**config.mk**
```make
export PLATFORM = sky130hd
export DESIGN_NAME = fp_div_sched_flat
export DESIGN_NICKNAME = d
export VERILOG_FILES = /design/src/rtl/fp_div_sched_if.sv /design/src/rtl/fp_div_sched.sv /design/src/flat_wrapper.sv
export SDC_FILE = /design/constraint.sdc
export NUM_CORES = 1
export LEC_CHECK = 0
export ABC_CLOCK_PERIOD_IN_PS = 6400
export BUFFER_PORTS_ARGS = -buffer_cell sky130_fd_sc_hd__buf_2
export CORE_AREA = 5 5 156 158
export CTS_CLUSTER_SIZE = 10
export DETAILED_ROUTE_END_ITERATION = 8
export DIE_AREA = 0 0 161 163
export PLACE_DENSITY_LB_ADDON = 0.15
export SYNTH_ARGS = -nofsm -noshare
export SYNTH_HDL_FRONTEND = slang
export SYNTH_SLANG_ARGS = --single-unit
```
**constraint.sdc**
```tcl
create_clock -name clk -period 6.4 [get_ports clk]
set_input_delay 1.28 -clock clk [delete_from_list [all_inputs] [get_ports clk]]
set_output_delay 1.28 -clock clk [all_outputs]
set_load 0.01 [all_outputs]
```
**src/rtl/fp_div_sched_if.sv**
```systemverilog
// rtl/fp_div_sched_if.sv - request, divider and response signals of the shared divider scheduler
interface fp_div_sched_if #(
  parameter int NREQ = 4
);
  localparam int ID_W = $clog2(NREQ);

  logic [NREQ-1:0]    req_valid;
  logic [NREQ*32-1:0] req_n;
  logic [NREQ*32-1:0] req_d;
  logic [NREQ-1:0]    req_ready;
  logic [31:0]        div_n;
  logic [31:0]        div_d;
  logic [31:0]        div_o;
  logic               rsp_valid;
  logic               rsp_ready;
  logic [ID_W-1:0]    rsp_id;
  logic [31:0]        rsp_data;
  logic [3:0]         rsp_flags;
  logic               busy;

  modport master (
    output req_valid, req_n, req_d, div_o, rsp_ready,
    input  req_ready, div_n, div_d, rsp_valid, rsp_id, rsp_data, rsp_flags, busy
  );

  modport slave (
    input  req_valid, req_n, req_d, div_o, rsp_ready,
    output req_ready, div_n, div_d, rsp_valid, rsp_id, rsp_data, rsp_flags, busy
  );
endinterface

```
**src/rtl/fp_div_sched.sv**
```systemverilog
// rtl/fp_div_sched.sv - round-robin scheduler sharing one fp32 divider, special operands bypass it
module fp_div_sched #(
  parameter int NREQ    = 4,
  parameter int DIV_LAT = 1
) (
  input  logic           clk,
  input  logic           rst_n,
  fp_div_sched_if.slave  bus
);
  localparam int ID_W  = $clog2(NREQ);
  localparam int CNT_W = $clog2(DIV_LAT + 1);

  typedef enum logic [1:0] {S_IDLE, S_EXEC, S_RESP} state_t;

  state_t            r_state, w_state_nxt;
  logic [ID_W-1:0]   r_ptr;
  logic [CNT_W-1:0]  r_cnt;
  logic [31:0]       r_div_n, r_div_d;
  logic [ID_W-1:0]   r_rsp_id;
  logic [31:0]       r_rsp_data;
  logic [3:0]        r_rsp_flags;

  logic              w_gnt_any;
  logic [ID_W-1:0]   w_gnt_id;
  logic              w_accept;
  logic [31:0]       w_n, w_d;
  logic [7:0]        w_ne, w_de;
  logic              w_sign;
  logic              w_n_nan, w_n_inf, w_n_zero, w_d_nan, w_d_inf, w_d_zero;
  logic signed [9:0] w_exp;
  logic              w_special;
  logic [31:0]       w_spec_data;
  logic [3:0]        w_spec_flags;

  // Search starts just after the last grant so every requester gets a turn
  always_comb begin
    w_gnt_any = 1'b0;
    w_gnt_id  = '0;
    for (int k = 1; k <= NREQ; k++) begin
      if (!w_gnt_any && bus.req_valid[(int'(r_ptr) + k) % NREQ]) begin
        w_gnt_any = 1'b1;
        w_gnt_id  = ID_W'((int'(r_ptr) + k) % NREQ);
      end
    end
  end

  assign w_accept = (r_state == S_IDLE) && w_gnt_any;

  assign w_n      = bus.req_n[32*w_gnt_id +: 32];
  assign w_d      = bus.req_d[32*w_gnt_id +: 32];
  assign w_ne     = w_n[30:23];
  assign w_de     = w_d[30:23];
  assign w_sign   = w_n[31] ^ w_d[31];
  assign w_n_nan  = (w_ne == 8'hFF) && (w_n[22:0] != 23'd0);
  assign w_n_inf  = (w_ne == 8'hFF) && (w_n[22:0] == 23'd0);
  assign w_n_zero = (w_ne == 8'h00);
  assign w_d_nan  = (w_de == 8'hFF) && (w_d[22:0] != 23'd0);
  assign w_d_inf  = (w_de == 8'hFF) && (w_d[22:0] == 23'd0);
  assign w_d_zero = (w_de == 8'h00);
  assign w_exp    = $signed({2'b00, w_ne}) - $signed({2'b00, w_de}) + 10'sd127;

  // Denormals land in the zero class because only the exponent field is tested
  always_comb begin
    w_special    = 1'b1;
    w_spec_data  = 32'd0;
    w_spec_flags = 4'b0000;
    if (w_n_nan || w_d_nan || (w_n_zero && w_d_zero) || (w_n_inf && w_d_inf)) begin
      w_spec_data  = 32'h7FC0_0000;
      w_spec_flags = 4'b1000;
    end else if (w_n_inf) begin
      w_spec_data  = {w_sign, 8'hFF, 23'd0};
    end else if (w_d_inf) begin
      w_spec_data  = {w_sign, 31'd0};
    end else if (w_d_zero) begin
      w_spec_data  = {w_sign, 8'hFF, 23'd0};
      w_spec_flags = 4'b0100;
    end else if (w_n_zero) begin
      w_spec_data  = {w_sign, 31'd0};
    end else if (w_exp > 10'sd254) begin
      w_spec_data  = {w_sign, 8'hFF, 23'd0};
      w_spec_flags = 4'b0010;
    end else if (w_exp < 10'sd4) begin
      w_spec_data  = {w_sign, 31'd0};
      w_spec_flags = 4'b0001;
    end else begin
      w_special    = 1'b0;
    end
  end

  always_ff @(posedge clk or negedge rst_n) begin
    if (!rst_n) r_state <= S_IDLE;
    else        r_state <= w_state_nxt;
  end

  always_comb begin
    w_state_nxt = r_state;
    case (r_state)
      S_IDLE:  if (w_accept) w_state_nxt = w_special ? S_RESP : S_EXEC;
      S_EXEC:  if (r_cnt == '0) w_state_nxt = S_RESP;
      S_RESP:  if (bus.rsp_ready) w_state_nxt = S_IDLE;
      default: w_state_nxt = S_IDLE;
    endcase
  end

  always_ff @(posedge clk or negedge rst_n) begin
    if (!rst_n) begin
      r_ptr       <= ID_W'(NREQ - 1);
      r_cnt       <= '0;
      r_div_n     <= 32'd0;
      r_div_d     <= 32'd0;
      r_rsp_id    <= '0;
      r_rsp_data  <= 32'd0;
      r_rsp_flags <= 4'b0000;
    end else begin
      if (w_accept) begin
        r_ptr    <= w_gnt_id;
        r_rsp_id <= w_gnt_id;
        if (w_special) begin
          r_rsp_data  <= w_spec_data;
          r_rsp_flags <= w_spec_flags;
        end else begin
          r_div_n <= w_n;
          r_div_d <= w_d;
          r_cnt   <= CNT_W'(DIV_LAT);
        end
      end
      if (r_state == S_EXEC) begin
        if (r_cnt == '0) begin
          r_rsp_data  <= bus.div_o;
          r_rsp_flags <= 4'b0000;
        end else begin
          r_cnt <= r_cnt - CNT_W'(1);
        end
      end
    end
  end

  // Ready is gated by reset so nothing is accepted while the block is held in reset
  assign bus.req_ready = (w_accept && rst_n) ? (NREQ'(1) << w_gnt_id) : '0;
  assign bus.div_n     = r_div_n;
  assign bus.div_d     = r_div_d;
  assign bus.rsp_valid = (r_state == S_RESP);
  assign bus.rsp_id    = r_rsp_id;
  assign bus.rsp_data  = r_rsp_data;
  assign bus.rsp_flags = r_rsp_flags;
  assign bus.busy      = (r_state != S_IDLE);
endmodule
```
**src/flat_wrapper.sv**
```systemverilog
// flat-port wrapper written by rule: the top's interface ports become plain ports
module fp_div_sched_flat 
#(
  parameter int NREQ    = 4,
  parameter int DIV_LAT = 1
)
  (clk, rst_n, bus_req_valid, bus_req_n, bus_req_d, bus_div_o, bus_rsp_ready, bus_req_ready, bus_div_n, bus_div_d, bus_rsp_valid, bus_rsp_id, bus_rsp_data, bus_rsp_flags, bus_busy);
  fp_div_sched_if #(.NREQ(NREQ)) bus_i ();
  input  logic clk;
  input  logic rst_n;
  input wire logic [$bits(bus_i.req_valid)-1:0] bus_req_valid;
  input wire logic [$bits(bus_i.req_n)-1:0] bus_req_n;
  input wire logic [$bits(bus_i.req_d)-1:0] bus_req_d;
  input wire logic [$bits(bus_i.div_o)-1:0] bus_div_o;
  input wire logic [$bits(bus_i.rsp_ready)-1:0] bus_rsp_ready;
  output wire logic [$bits(bus_i.req_ready)-1:0] bus_req_ready;
  output wire logic [$bits(bus_i.div_n)-1:0] bus_div_n;
  output wire logic [$bits(bus_i.div_d)-1:0] bus_div_d;
  output wire logic [$bits(bus_i.rsp_valid)-1:0] bus_rsp_valid;
  output wire logic [$bits(bus_i.rsp_id)-1:0] bus_rsp_id;
  output wire logic [$bits(bus_i.rsp_data)-1:0] bus_rsp_data;
  output wire logic [$bits(bus_i.rsp_flags)-1:0] bus_rsp_flags;
  output wire logic [$bits(bus_i.busy)-1:0] bus_busy;
  assign bus_i.req_valid = bus_req_valid;
  assign bus_i.req_n = bus_req_n;
  assign bus_i.req_d = bus_req_d;
  assign bus_i.div_o = bus_div_o;
  assign bus_i.rsp_ready = bus_rsp_ready;
  assign bus_req_ready = bus_i.req_ready;
  assign bus_div_n = bus_i.div_n;
  assign bus_div_d = bus_i.div_d;
  assign bus_rsp_valid = bus_i.rsp_valid;
  assign bus_rsp_id = bus_i.rsp_id;
  assign bus_rsp_data = bus_i.rsp_data;
  assign bus_rsp_flags = bus_i.rsp_flags;
  assign bus_busy = bus_i.busy;
  fp_div_sched #(.NREQ(NREQ), .DIV_LAT(DIV_LAT)) u_core (.clk(clk), .rst_n(rst_n), .bus(bus_i));
endmodule
```
# == Word level (Yosys, flattened, before mapping) ==
# Index checks and enable logic that the tools add are counted.
# classes
n_eq_ne,7
addsub,7
bitwise,6
reduce_logical,31
n_mux,59
magnitude_cmp,6
shifts,3
# op_table
op,n
$mux W32,11
$shiftx A128 B8 Y32,2
$logic_not A23 Y1,2
$reduce_bool A23 Y1,2
$mux W4,11
$mux W1,24
$eq A8 B8 Y1 const B,2
$logic_not A8 Y1,2
$lt A3 B4 Y1 const B,4
$mux W2,8
$logic_and A1 B1 Y1,11
$add A10 B8 Y10 const B,1
$gt A10 B9 Y1 const B,1
$lt A10 B4 Y1 const B,1
$sub A8 B8 Y9,1
$bmux W1 S2,4
$reduce_or A2 Y1,4
$pmux W2 S3,1
$add A2 B1 Y2 const B,2
$add A2 B2 Y2 const B,2
$and A1 B1 Y1 const A,4
$ne A2 B2 Y1 const B,2
$shl A1 B2 Y4 const A,1
$logic_not A1 Y1,3
11 further kinds,13
# totals
register_bits,107
elab_cells,127
output_inout_bits,108
in_bits,295

# == Logic depth before layout (Yosys ltp) ==
# Gate-level depths: netlist (run 1).
# logic_depth
ltp_word,31
depth_mapped,23
ltp_nobuf,18

# == Worst setup path before layout (run 1) ==
# Ideal clock, no wire load.
# synth_timing
path_kind,input-to-reg
from,in bus_req_valid[2]
to,reg u_core.r_state[0]
path_buffers,5
stages,23
arrival_ns,5.761
setup_ns,0.118
setup_slack_ns,0.521
required_time_ns,6.282
path_cell_list,nand2b_1 > a21o_1 > nand3_1 > buf_2 > clkbuf_1 > nand2_1 > nand3_1 > and2_1 > clkbuf_1 > inv_1 > fa_1 > maj3_1 > o21ai_1 > xor2_1 > a2111oi_4 > nor2_2 > or4_1 > a211oi_2 > nor4_1 > buf_2 > buf_4 > a21oi_1 > nor2_1
# synth_via
elab_chain_len,27
elab_cells_between_ends,62
classes_between,2 x add/sub; 2 x order compare; 3 x eq/ne; 2 x shift; 30 x mux; 23 x reduce/logical
# synth_rtl
item,line_no,rtl
start: declaration,flat_wrapper.sv:11,input wire logic [$bits(bus_i.req_valid)-1:0] bus_req_valid;
$bmux W1 S2,fp_div_sched.sv:40,if (!w_gnt_any && bus.req_valid[(int'(r_ptr) + k) % NREQ]) begin
$mux W1 (implied by the code) (2 in a row),fp_div_sched.sv:40,
$mux W1,fp_div_sched.sv:40,
$logic_not A1 Y1,fp_div_sched.sv:40,
$logic_and A1 B1 Y1,fp_div_sched.sv:40,
$mux W1,fp_div_sched.sv:40,
$logic_not A1 Y1,fp_div_sched.sv:40,
$logic_and A1 B1 Y1,fp_div_sched.sv:40,
(+5 left out),--,
net u_core.w_n[24],fp_div_sched.sv:26,"logic [31:0] w_n, w_d;"
(+4 left out),--,
$mux W1,fp_div_sched.sv:79,end else if (w_exp > 10'sd254) begin
$mux W1,fp_div_sched.sv:77,end else if (w_n_zero) begin
$mux W1,fp_div_sched.sv:74,end else if (w_d_zero) begin
$mux W1,fp_div_sched.sv:72,end else if (w_d_inf) begin
$mux W1,fp_div_sched.sv:70,end else if (w_n_inf) begin
$mux W1 *,fp_div_sched.sv:67,if (w_n_nan || w_d_nan || (w_n_zero && w_d_zero) || (w_n_inf && w_d_inf)) begin
$mux W2 * (2 in a row),fp_div_sched.sv:98,S_IDLE: if (w_accept) w_state_nxt = w_special ? S_RESP : S_EXEC;
$pmux W2 S3 *,fp_div_sched.sv:97,case (r_state)
end signal: assignment,fp_div_sched.sv:92,else r_state <= w_state_nxt;
end: declaration,fp_div_sched.sv:15,"state_t r_state, w_state_nxt;"
# The timed path passes the listed nets; every way through them passes the cells marked *. The select of a mux whose other input is x is not followed.
# A chain may end at the register's enable or synchronous reset.

# == Worst setup path in the final report (run 1) ==
# layout_timing
from,in bus_req_valid[3]
to,reg u_core.r_div_n[8] (netlist: u_core.bus.div_n[8])
# layout_via
elab_chain_len,26
elab_cells_between_ends,59
classes_between,2 x add/sub; 2 x order compare; 2 x eq/ne; 2 x shift; 27 x mux; 1 x bitwise; 23 x reduce/logical
# layout_rtl
item,line_no,rtl
$bmux W1 S2,fp_div_sched.sv:40,
$mux W1 (implied by the code) (2 in a row),fp_div_sched.sv:40,
$mux W1,fp_div_sched.sv:40,
$logic_not A1 Y1,fp_div_sched.sv:40,
$logic_and A1 B1 Y1,fp_div_sched.sv:40,
$mux W1,fp_div_sched.sv:40,
$logic_not A1 Y1,fp_div_sched.sv:40,
$logic_and A1 B1 Y1,fp_div_sched.sv:40,
(+9 left out),--,
$mux W1,fp_div_sched.sv:79,
$mux W1,fp_div_sched.sv:77,
$mux W1,fp_div_sched.sv:74,
$mux W1,fp_div_sched.sv:72,
$mux W1,fp_div_sched.sv:70,
$mux W1,fp_div_sched.sv:67,
$not A1 Y1 (no line),--,
$reduce_and A2 Y1 (no line),--,
end signal: assignment,fp_div_sched.sv:122,r_div_n <= w_n;
end: declaration,fp_div_sched.sv:18,"logic [31:0] r_div_n, r_div_d;"
# Parallel ways exist; a longest one is shown, timed or not. The select of a mux whose other input is x is not followed.

==> impl_metrics.py, run 1 <==
metrics = {
    "grt": {
        "global_route_overflow": 0,
        "grt_pass1_vias": 8224,
        "overall_track_demand_over_capacity_in_global_routing_pct": 21.4,
        "grt_antenna_before_repair": 3,
        "grt_max_degree": 78,
        "grt_first_pass_wirelength_mm": 44.4,
    },
    "yosys": {
        "synth-edff-count": 0,
        "synth_compound_area_share_pct": 10.4,
        "synth_cell_types": 66,
        "synth_mux_area_share_pct": 18.4,
        "synthDominantCellAreaShare_pct": 33.3,
        "synth_fa_ha_area_share_pct": 1.17,
        "ys_async_sr_fraction_pct": 100,
        "post_synthesis_average_cell_area_um2": 7.90,
        "synthCells": 999,
        "ys_top_cells_by_area": "sky130_fd_sc_hd__dfrtp_1 (33%), sky130_fd_sc_hd__nand2_1 (13%), sky130_fd_sc_hd__mux2i_1 (12%), sky130_fd_sc_hd__nand3_1 (5.5%), sky130_fd_sc_hd__mux2_2 (3.6%)",
        "synth-seq-area-share_pct": 34.0,
        "postSynthNetCount": 1300,
        "yosys.cell_count.top_type": "sky130_fd_sc_hd__nand2_1",
        "synthSimpleGateAreaFrac_pct": 26.8,
        "synth.top_cells.by_count": "sky130_fd_sc_hd__nand2_1 (272), sky130_fd_sc_hd__dfrtp_1 (105), sky130_fd_sc_hd__mux2i_1 (91)",
        "synth_xor_xnor_area_share_pct": 2.77,
        "post_synthesis_register_bit_count": 107,
        "netlist.top_cell.by_area": "sky130_fd_sc_hd__dfrtp_1",
        "ys.warnings.count": 0,
        "netlist_area_um2": 7890,
        "largest_family_of_logic_cells_by_synthesized_area": "simple AND/OR/NAND/NOR gates",
        "postSynth.topFlopCell": "sky130_fd_sc_hd__dfrtp_1",
    },
    "routing": {
        "via_count": 8467,
        "dr.pass1.iters": 5,
        "detail_route.drc_violations": 0,
        "detail_route.wirelength_mm": 29.9,
        "postRouteAntennaNets": 0,
        "viasPerCell": 5.04,
        "drtIter0Drc": 495,
        "wire_per_inst_um": 17.8,
    },
    "layout": {
        "signed_area_change_from_the_synthesized_netlist_to_the_final_layout_pct": 34.6,
        "drive_above_1_share_pct": 36.0,
        "post-route-util_pct": 46.2,
        "design.final.nets": 1684,
    },
    "power_and_ir_drop": {
        "netSwitchingPower_mw": 3.36,
        "internal_power_of_the_cells_mw": 3.46,
        "power_switching_share_pct": 49.3,
        "power.leakage_nw": 5.63,
        "p_seq_share_pct": 18.0,
        "power_frac_comb_pct": 73.3,
        "share_clk_of_total_power_pct": 8.7,
        "vdd_ir_drop_max_mv": 0.479,
        "power_density_nw_per_um2": 642,
    },
    "die": {
        "dieHeight_um": 163,
        "number_of_top_level_design_ports": 403,
        "dieWidth_um": 161,
        "die_area_um2": 26200,
        "starting_density_pct": 34.3,
        "coreArea_um2": 23000,
        "placementRows": 56,
    },
    "sta": {
        "timing.fmax_mhz": 171,
        "tcrit_tclk_final_pct": 91.6,
        "final.setup.tns_ps": 0,
        "fin_crit_ps": 5860,
        "worst_margin_slew_ps": 829,
        "final_hold_vio_count": 0,
        "fin_skew_ps": 15.2,
        "slew_viol_final": 0,
        "timing.max_slew.rel_slack_pct": 43.1,
        "setup_repair_after_global_routing_missed_its_margin": "no",
        "setup_viol_count_final": 0,
    },
    "worst_setup_path": {
        "rr_endpoint": "u_core.bus.div_n[8]",
        "critPathRequiredTime_ps": 6680,
        "critical_path_sink_type": "flip-flop",
        "cp-start-kind": "input port",
        "worst-r2r-cell-count": 19,
        "crit_path_start": "bus_req_valid[3]",
        "critical_path_fanout_max": 31,
        "reg2reg_setup_slack_ps": 1040,
        "worstReg2RegStart": "u_core.r_ptr[0]",
        "crit_path_end": "u_core.bus.div_n[8]",
        "timing.critical_path.arrival_ps": 6140,
        "criticalPathCategory": "in -> reg",
    },
    "cts": {
        "cts.sinks": 107,
        "insertion_delay_ps": 370,
        "post_cts.resized_instances": 0,
        "cts.htree.levels": 3,
        "cts_setup_buffers": 0,
        "cts.clk_slew.worst_paths_ps": 80,
        "cts_buffer_depth": 2,
        "tritoncts.num_buffers": 9,
        "cts-hold-fix-buffers": 0,
        "cts_tree": "done",
        "cts_root_buf": "sky130_fd_sc_hd__clkbuf_16",
    },
    "worst_hold_path": {
        "hold_path.class": "reg -> reg",
        "holdPathStages": 1,
    },
    "placement": {
        "dp.final_hpwl_mm": 23.9,
        "port_buffers": 402,
        "final_wtd_congestion": 0.874,
    },
    "status": {
        "status": "finished clean",
    },
    "job": {
        "timing.max_cap.violations": 0,
    },
}
==> area by class of cell <==
type,count,area [um^2]
clock inverter,7,88.8
tap,290,363
fill,2417,12400
clock buffer,9,225
antenna,2,5.00
timing repair buffer,430,2260
sequential,107,2680
multi-input combinational,764,4730
inverter,71,267
==> layer usage <==
layer  global-route usage (%)  wire length [um]
met1                     25.3             11700
met2                     37.9             15200
met3                     6.25              2400
met4                     5.89               608
met5                        0                21
==> metrics by stage <==
stage	area, um^2	hold WS (ps)	cells	setup WS [ps]	power [mW]
final	10600	467	1680	541	6.82
after floorplan	7890	423	999	521	4.76
after global placement	10300	455	1662	330	6.22
after global routing	10600	507	1678	156	7.38
after detailed placement	10300	451	1662	217	6.27
after CTS	10600	469	1678	575	6.88
==> power by group through the flow <==
stage                     combinational, mW  clock [mW]  sequential [mW]
after floorplan                        3.40           0             1.36
after global placement                 4.98           0             1.24
after detailed placement               5.03           0             1.24
after CTS                              5.04       0.609             1.23
after global routing                   5.48       0.633             1.27
final                                  5.00       0.593             1.23
==> how the worst min path moves through the flow <==
| stage | startpoint | endpoint | slack, ps |
|---|---|---|---|
| after floorplan | u_core.r_state[1] | u_core.r_state[0] | 420 |
| after global placement | u_core.r_state[1] | u_core.r_state[0] | 450 |
| after detailed placement | u_core.r_state[1] | u_core.r_state[0] | 450 |
| after CTS | u_core.r_state[1] | u_core.r_state[0] | 470 |
| after global routing | u_core.r_state[1] | u_core.r_state[0] | 510 |
| final | u_core.r_state[1] | u_core.r_state[0] | 470 |
==> flip-flops by register name, indices dropped and copies added (netlist names) <==
signal and cells:
u_core.bus.div_d 32, u_core.bus.div_n 32, u_core.bus.rsp_data 32, u_core.bus.rsp_flags 4
u_core.bus.rsp_id 2, u_core.r_ptr 2, u_core.r_state 2, u_core.r_cnt 1
==> cells by family after synthesis <==
family	count (synthesis)
AOI/OAI and AO/OA	119
xor gates and xnor gates	25
adders and majority gates	7
buffers and inverters	128
DFF	107
muxes	130
and+or+nand+nor	483
==> cell usage in the layout, fill, tap and decap left out, types with 4 or more instances in the layout <==
master	instances
sky130_fd_sc_hd__nor3_1	10
sky130_fd_sc_hd__ha_1	5
sky130_fd_sc_hd__nand3_1	85
sky130_fd_sc_hd__xnor2_1	15
sky130_fd_sc_hd__o21ai_1	12
sky130_fd_sc_hd__mux2i_1	91
sky130_fd_sc_hd__or2_2	4
sky130_fd_sc_hd__a21oi_1	12
sky130_fd_sc_hd__nand2b_1	5
sky130_fd_sc_hd__mux2_2	25
sky130_fd_sc_hd__nor4_1	8
sky130_fd_sc_hd__and3_1	7
sky130_fd_sc_hd__nand2_1	272
sky130_fd_sc_hd__a21o_1	4
sky130_fd_sc_hd__o21ai_0	28
sky130_fd_sc_hd__nor2_1	53
sky130_fd_sc_hd__nor2b_1	5
sky130_fd_sc_hd__buf_2	401
sky130_fd_sc_hd__o21a_1	10
sky130_fd_sc_hd__buf_4	26
sky130_fd_sc_hd__mux2_1	5
sky130_fd_sc_hd__xor2_1	10
sky130_fd_sc_hd__a211oi_1	6
sky130_fd_sc_hd__mux4_2	9
sky130_fd_sc_hd__nand4_1	12
sky130_fd_sc_hd__clkbuf_16	9
sky130_fd_sc_hd__a31oi_1	9
sky130_fd_sc_hd__and2_1	4
sky130_fd_sc_hd__inv_1	71
sky130_fd_sc_hd__dfrtp_1	105
sky130_fd_sc_hd__or4_1	4
==> critical path, stage by stage <==
cell                        delay [ps]
sky130_fd_sc_hd__buf_2             120
sky130_fd_sc_hd__nor2b_1           140
sky130_fd_sc_hd__o21ai_1           220
sky130_fd_sc_hd__and3_4            370
sky130_fd_sc_hd__nand2_1            90
sky130_fd_sc_hd__nand3_1            80
sky130_fd_sc_hd__and2_1            230
sky130_fd_sc_hd__inv_1              90
sky130_fd_sc_hd__fa_1              500
sky130_fd_sc_hd__maj3_1            380
sky130_fd_sc_hd__o21ai_1           270
sky130_fd_sc_hd__xnor2_1           220
sky130_fd_sc_hd__o2111ai_1         180
sky130_fd_sc_hd__nor4_1            520
sky130_fd_sc_hd__or4_1             200
sky130_fd_sc_hd__a211oi_2           80
sky130_fd_sc_hd__nor4_2            440
sky130_fd_sc_hd__buf_12            300
sky130_fd_sc_hd__buf_4             200
sky130_fd_sc_hd__mux2i_1           190
Power figures use the tool's default switching activity.
==> inputs of run 2 (changes only) <==
--- a/config.mk
+++ b/config.mk
@@ -11,7 +11,9 @@
 export CTS_CLUSTER_SIZE = 10
 export DETAILED_ROUTE_END_ITERATION = 8
 export DIE_AREA = 0 0 161 163
+export MAX_ROUTING_LAYER = met4
 export PLACE_DENSITY_LB_ADDON = 0.15
+export SKIP_CTS_REPAIR_TIMING = 1
 export SYNTH_ARGS = -nofsm -noshare
 export SYNTH_HDL_FRONTEND = slang
 export SYNTH_SLANG_ARGS = --single-unit
==> run 2 against run 1 <==
Against the previous run: flip-flop and latch count is the same; critical path depth is the same; worst setup slack gained 7.8 ps; sequential share of layout area is essentially flat; via count shrank 0.17%; non-clock buffer count is the same; core utilization is essentially flat; total power is essentially flat; routed wire length shrank 0.16%; cell area is essentially flat; largest cell class unchanged; largest power group unchanged; highest routed layer is now met4.
==> impl_metrics.py, run 2 (synthesis gave the netlist of run 1 again) <==
metrics = {
    "layout": {
        "layout.cells.most_common_list": "sky130_fd_sc_hd__buf_2 (401), sky130_fd_sc_hd__nand2_1 (272), sky130_fd_sc_hd__dfrtp_1 (105), sky130_fd_sc_hd__mux2i_1 (91), sky130_fd_sc_hd__nand3_1 (85)",
        "post-route-util_pct": 46.2,
        "design.final.nets": 1684,
        "final_common_cell": "sky130_fd_sc_hd__buf_2",
        "signed_area_change_from_the_synthesized_netlist_to_the_final_layout_pct": 34.6,
        "drive_above_1_share_pct": 36.0,
    },
    "worst_setup_path": {
        "critPathMaxStageDelay_ps": 530,
        "critical_path_fanout_max": 31,
        "cp_cell_sequence": "buf_2 -> nor2b_1 -> o21ai_1 -> and3_4 -> nand2_1 -> nand3_1 -> and2_1 -> inv_1 -> fa_1 -> maj3_1 -> o21ai_1 -> xnor2_1 -> o2111ai_1 -> nor4_1 -> or4_1 -> a211oi_2 -> nor4_2 -> buf_12 -> buf_4 -> mux2i_1",
        "critical_path_sink_type": "flip-flop",
        "cp-start-kind": "input port",
        "crit_path_max_delay_family": "simple AND/OR/NAND/NOR gates",
        "critical_path_buf_inv_count": 4,
        "timing.critical_path.arrival_ps": 6130,
        "critPathSlowestCell": "sky130_fd_sc_hd__nor4_1",
        "critPathRequiredTime_ps": 6680,
        "criticalPathCategory": "in -> reg",
        "crit_top_cell": "sky130_fd_sc_hd__o21ai_1",
    },
    "cts": {
        "insertion_delay_ps": 370,
        "cts.clk_slew.worst_paths_ps": 80,
        "cts_tree": "done",
        "cts_root_buf": "sky130_fd_sc_hd__clkbuf_16",
        "tritoncts.num_buffers": 9,
        "cts_buffer_depth": 2,
        "cts.htree.levels": 3,
        "cts.sinks": 107,
    },
    "grt": {
        "grtUsageMet3_pct": 5.52,
        "grt_max_degree": 78,
        "grt_pass1_vias": 8230,
        "grt_first_pass_wirelength_mm": 44.5,
        "global_route_overflow": 0,
        "grt_antenna_before_repair": 3,
        "grt-busiest-layer": "met2",
        "grt.met1_usage_pct": 26.2,
        "groute.layer.met2.usage_pct": 37.7,
        "overall_track_demand_over_capacity_in_global_routing_pct": 22.1,
    },
    "routing": {
        "dr.pass1.iters": 5,
        "detail_route.wirelength_mm": 29.9,
        "wire_per_inst_um": 17.8,
        "postRouteAntennaNets": 0,
        "detail_route.drc_violations": 0,
        "viasPerCell": 5.03,
        "via_count": 8453,
        "drtIter0Drc": 508,
    },
    "sta": {
        "timing.fmax_mhz": 171,
        "final_hold_vio_count": 0,
        "timing.max_slew.rel_slack_pct": 42.8,
        "fin_crit_ps": 5850,
        "fin_skew_ps": 15.9,
        "final.setup.tns_ps": 0,
        "tcrit_tclk_final_pct": 91.4,
        "setup_viol_count_final": 0,
        "slew_viol_final": 0,
        "setup_repair_after_global_routing_missed_its_margin": "no",
        "worst_margin_slew_ps": 834,
    },
    "placement": {
        "dp.final_hpwl_mm": 23.9,
        "port_buffers": 402,
        "final_wtd_congestion": 0.889,
    },
    "power_and_ir_drop": {
        "power_density_nw_per_um2": 642,
        "vdd_ir_drop_max_mv": 0.476,
        "power.leakage_nw": 5.63,
    },
    "status": {
        "status": "finished clean",
    },
    "worst_hold_path": {
        "hold_path.class": "reg -> reg",
    },
    "die": {
        "starting_density_pct": 34.3,
        "placementRows": 56,
        "coreArea_um2": 23000,
        "dieHeight_um": 163,
        "dieWidth_um": 161,
        "number_of_top_level_design_ports": 403,
        "die_area_um2": 26200,
    },
    "job": {
        "timing.max_cap.violations": 0,
    },
}
-- run 2: cell count changes in the layout (fill, tap and decap cells not counted) --
cell                      delta
sky130_fd_sc_hd__diode_2     +1
-- run 2: final timing paths --
kind	slack [ps]	cells after the start	startpoint	end
setup / recovery	550	20	bus_req_valid[3]	u_core.bus.div_n[8]
hold / removal	470	1	u_core.r_state[1]	u_core.r_state[0]
setup reg to reg	1060	19	u_core.r_ptr[0]	u_core.bus.div_n[8]
hold reg to reg	470	1	u_core.r_state[1]	u_core.r_state[0]
max in group asynchronous	4210	2	rst_n	u_core.bus.div_d[25]
min in group asynchronous	980	1	rst_n	u_core.bus.rsp_flags[1]
-- run 2: metrics by stage --
| step | power [mW] | instance area (um^2) | hold WS, ps | cells | setup WS, ps |
|---|---|---|---|---|---|
| final | 6.82 | 10600 | 466 | 1681 | 548 |
| after global routing | 7.38 | 10600 | 506 | 1681 | 161 |
| after CTS | 6.88 | 10600 | 469 | 1678 | 575 |
| after detailed placement | 6.27 | 10300 | 451 | 1662 | 217 |
| after global placement | 6.22 | 10300 | 455 | 1662 | 330 |
| after floorplan | 4.76 | 7890 | 423 | 999 | 521 |
-- run 2: routing by layer --
layer	part of all wire (%)	wire length [um]
met3	6.8	2040
met5	0	0
met1	40	12000
met2	51	15200
met4	1.9	558
-- run 2: layout make-up --
cell class,count,area [um^2]
clock inverter,7,88.8
clock buffer,9,225
timing repair buffer,430,2260
tap,290,363
sequential,107,2680
fill,2421,12400
antenna,3,7.51
multi-input combinational,764,4730
inverter,71,267
-- run 2: where the power goes --
group / leakage [nW] / internal (mW) / total [mW] / switching (mW)
clock: 0.153 / 0.285 / 0.592 / 0.308
combinational: 4.19 / 2.12 / 5.00 / 2.88
sequential: 1.28 / 1.06 / 1.23 / 0.175
total: 5.63 / 3.46 / 6.82 / 3.36
==> inputs of run 3 (changes only) <==
--- a/config.mk
+++ b/config.mk
@@ -13,6 +13,7 @@
 export DIE_AREA = 0 0 161 163
 export MAX_ROUTING_LAYER = met4
 export PLACE_DENSITY_LB_ADDON = 0.15
+export REMOVE_ABC_BUFFERS = 1
 export SKIP_CTS_REPAIR_TIMING = 1
 export SYNTH_ARGS = -nofsm -noshare
 export SYNTH_HDL_FRONTEND = slang
==> run 3 against run 2 <==
Against the previous run: core utilization increased by 1.4 points; routed wire length rose by 4.1%; global-route usage grew 1.6 points; die area unchanged.
==> impl_metrics.py, run 3 (synthesis gave the netlist of run 1 again) <==
metrics = {
    "sta": {
        "timing.fmax_mhz": 171,
        "timing.max_slew.rel_slack_pct": 40.9,
        "fin_skew_ps": 7.43,
        "slew_viol_final": 0,
        "final.setup.tns_ps": 0,
        "setup_viol_count_final": 0,
        "final_hold_vio_count": 0,
        "fin_crit_ps": 5840,
        "setup_repair_after_global_routing_missed_its_margin": "no",
        "fin_ws_ps": 557,
        "worst_hold_slack_ps": 489,
        "tcrit_tclk_final_pct": 91.3,
        "worst_margin_slew_ps": 879,
    },
    "grt": {
        "global_route_overflow": 0,
        "grt_first_pass_wirelength_mm": 47.2,
        "grt_antenna_before_repair": 3,
        "grt_max_degree": 58,
        "grt_pass1_vias": 8723,
        "overall_track_demand_over_capacity_in_global_routing_pct": 23.7,
    },
    "worst_setup_path": {
        "cp-start-kind": "input port",
        "critical_path_fanout_max": 8,
        "critical_path_sink_type": "flip-flop",
        "worst-r2r-cell-count": 17,
        "worstReg2RegStart": "u_core.r_ptr[0]",
        "reg2reg_setup_slack_ps": 1100,
        "timing.critical_path.arrival_ps": 6080,
        "rr_endpoint": "u_core.bus.rsp_data[26]",
        "critPathRequiredTime_ps": 6640,
        "criticalPathCategory": "in -> reg",
    },
    "worst_hold_path": {
        "hold_path_startpoint": "u_core.bus.rsp_id[1]",
        "holdPathStages": 2,
        "hold_path.class": "reg -> reg",
        "worst_hold_path.endpoint": "u_core.bus.rsp_id[1]",
    },
    "cts": {
        "cts_buffer_depth": 2,
        "cts.sinks": 107,
        "insertion_delay_ps": 360,
        "cts.htree.levels": 3,
        "cts_root_buf": "sky130_fd_sc_hd__clkbuf_16",
        "cts_tree": "done",
        "cts.clk_slew.worst_paths_ps": 70,
        "tritoncts.num_buffers": 9,
    },
    "layout": {
        "filler_cell_count": 2363,
        "final_common_cell": "sky130_fd_sc_hd__buf_2",
        "post-route-util_pct": 47.6,
        "finalInstanceArea_um2": 10900,
        "design.final.nets": 1731,
        "drive_above_1_share_pct": 38.0,
        "layout.cells.most_common_list": "sky130_fd_sc_hd__buf_2 (401), sky130_fd_sc_hd__nand2_1 (272), sky130_fd_sc_hd__dfrtp_1 (105), sky130_fd_sc_hd__mux2i_1 (91), sky130_fd_sc_hd__nand3_1 (85)",
        "signed_area_change_from_the_synthesized_netlist_to_the_final_layout_pct": 38.6,
    },
    "routing": {
        "postRouteAntennaNets": 0,
        "wire_per_inst_um": 18.0,
        "via_count": 8600,
        "detail_route.wirelength_mm": 31.1,
        "detail_route.drc_violations": 0,
        "drtIter0Drc": 445,
        "viasPerCell": 4.98,
        "dr.pass1.iters": 5,
    },
    "placement": {
        "port_buffers": 402,
        "final_wtd_congestion": 0.914,
        "dp.final_hpwl_mm": 25.1,
        "place_ws_ps": -161,
        "dpl-instance-area_um2": 10600,
    },
    "die": {
        "die_area_um2": 26200,
        "dieWidth_um": 161,
        "starting_density_pct": 34.3,
        "coreArea_um2": 23000,
        "dieHeight_um": 163,
        "number_of_top_level_design_ports": 403,
        "placementRows": 56,
    },
    "status": {
        "status": "finished clean",
    },
    "power_and_ir_drop": {
        "power.leakage_nw": 5.84,
        "vdd_ir_drop_max_mv": 0.533,
        "power_density_nw_per_um2": 653,
    },
    "job": {
        "timing.max_cap.violations": 0,
    },
}
run 3: cell count changes in the layout (fill, tap and decap cells not counted):
cell,previous run,this run
sky130_fd_sc_hd__buf_12,3,2
sky130_fd_sc_hd__buf_4,26,74
sky130_fd_sc_hd__clkinv_2,0,3
sky130_fd_sc_hd__clkinv_4,1,2
sky130_fd_sc_hd__clkinv_8,2,1
sky130_fd_sc_hd__clkinvlp_4,0,1
sky130_fd_sc_hd__diode_2,3,2
sky130_fd_sc_hd__inv_12,1,0
sky130_fd_sc_hd__inv_6,1,0
sky130_fd_sc_hd__inv_8,2,0
sky130_fd_sc_hd__nor4_2,1,0
sky130_fd_sc_hd__nor4_4,0,1
run 3: final cells by class:
type / instances / area [um^2] / area share, %
Inverter: 71 / 267 / 2.44
Multi-Input combinational cell: 764 / 4740 / 43.3
Clock inverter: 7 / 56.3 / 0.515
Tap cell: 290 / 363 / 3.32
Clock buffer: 9 / 225 / 2.06
Sequential cell: 107 / 2680 / 24.5
Timing Repair Buffer: 477 / 2600 / 23.8
Antenna cell: 2 / 5.00 / 0.0457
run 3: metrics by stage:
stage	std cells	total power, mW
global route	1727	7.73
global placement	1709	6.57
detailed placement	1709	6.63
finish	1727	7.14
floorplan	942	4.08
CTS	1725	7.19
run 3: worst max path at each step:
stage                              endpoint  slack, ps  depth (start not counted)              from
CTS                    u_core.bus.div_n[15]        220                         17  bus_req_valid[3]
global route           u_core.bus.div_n[15]        180                         24  bus_req_valid[3]
detailed placement      u_core.bus.div_n[6]       -160                         17  bus_req_valid[3]
floorplan              u_core.bus.div_d[25]     -10210                         15  bus_req_valid[3]
finish              u_core.bus.rsp_data[26]        560                         21  bus_req_valid[2]
global placement        u_core.bus.div_n[3]        -50                         19  bus_req_valid[3]
run 3: worst max-delay path, stage by stage:
cell and delay, ps:
sky130_fd_sc_hd__buf_2 110, sky130_fd_sc_hd__nor2_1 160, sky130_fd_sc_hd__o21ai_1 190, sky130_fd_sc_hd__and3_4 280
sky130_fd_sc_hd__buf_4 160, sky130_fd_sc_hd__nand2_1 60, sky130_fd_sc_hd__nand3_1 70, sky130_fd_sc_hd__nand2_1 120
sky130_fd_sc_hd__inv_1 70, sky130_fd_sc_hd__fa_1 420, sky130_fd_sc_hd__maj3_1 360, sky130_fd_sc_hd__o21ai_1 310
sky130_fd_sc_hd__xor2_1 190, sky130_fd_sc_hd__a2111oi_4 340, sky130_fd_sc_hd__nor2_2 120, sky130_fd_sc_hd__or4_1 550
sky130_fd_sc_hd__a211oi_2 330, sky130_fd_sc_hd__buf_4 170, sky130_fd_sc_hd__nor3_1 70, sky130_fd_sc_hd__nand4b_1 470
sky130_fd_sc_hd__o21a_1 250
run 3: metal layers:
metal  wire [um]  GRT usage [%]  part of all wire, %  up-vias
met5           0              -                    0        -
met4        1040           9.03                  3.4        0
met3        1820           4.58                  5.8       62
met2       15800           41.3                   51      283
met1       12400           27.1                   40     3996
li1            -              -                    -     4259
run 3: where the power goes:
group | switching [mW] | internal [mW] | total (mW)
Sequential | 0.171 | 1.06 | 1.23
Clock | 0.272 | 0.267 | 0.539
Combinational | 2.99 | 2.38 | 5.37
Total | 3.44 | 3.70 | 7.14
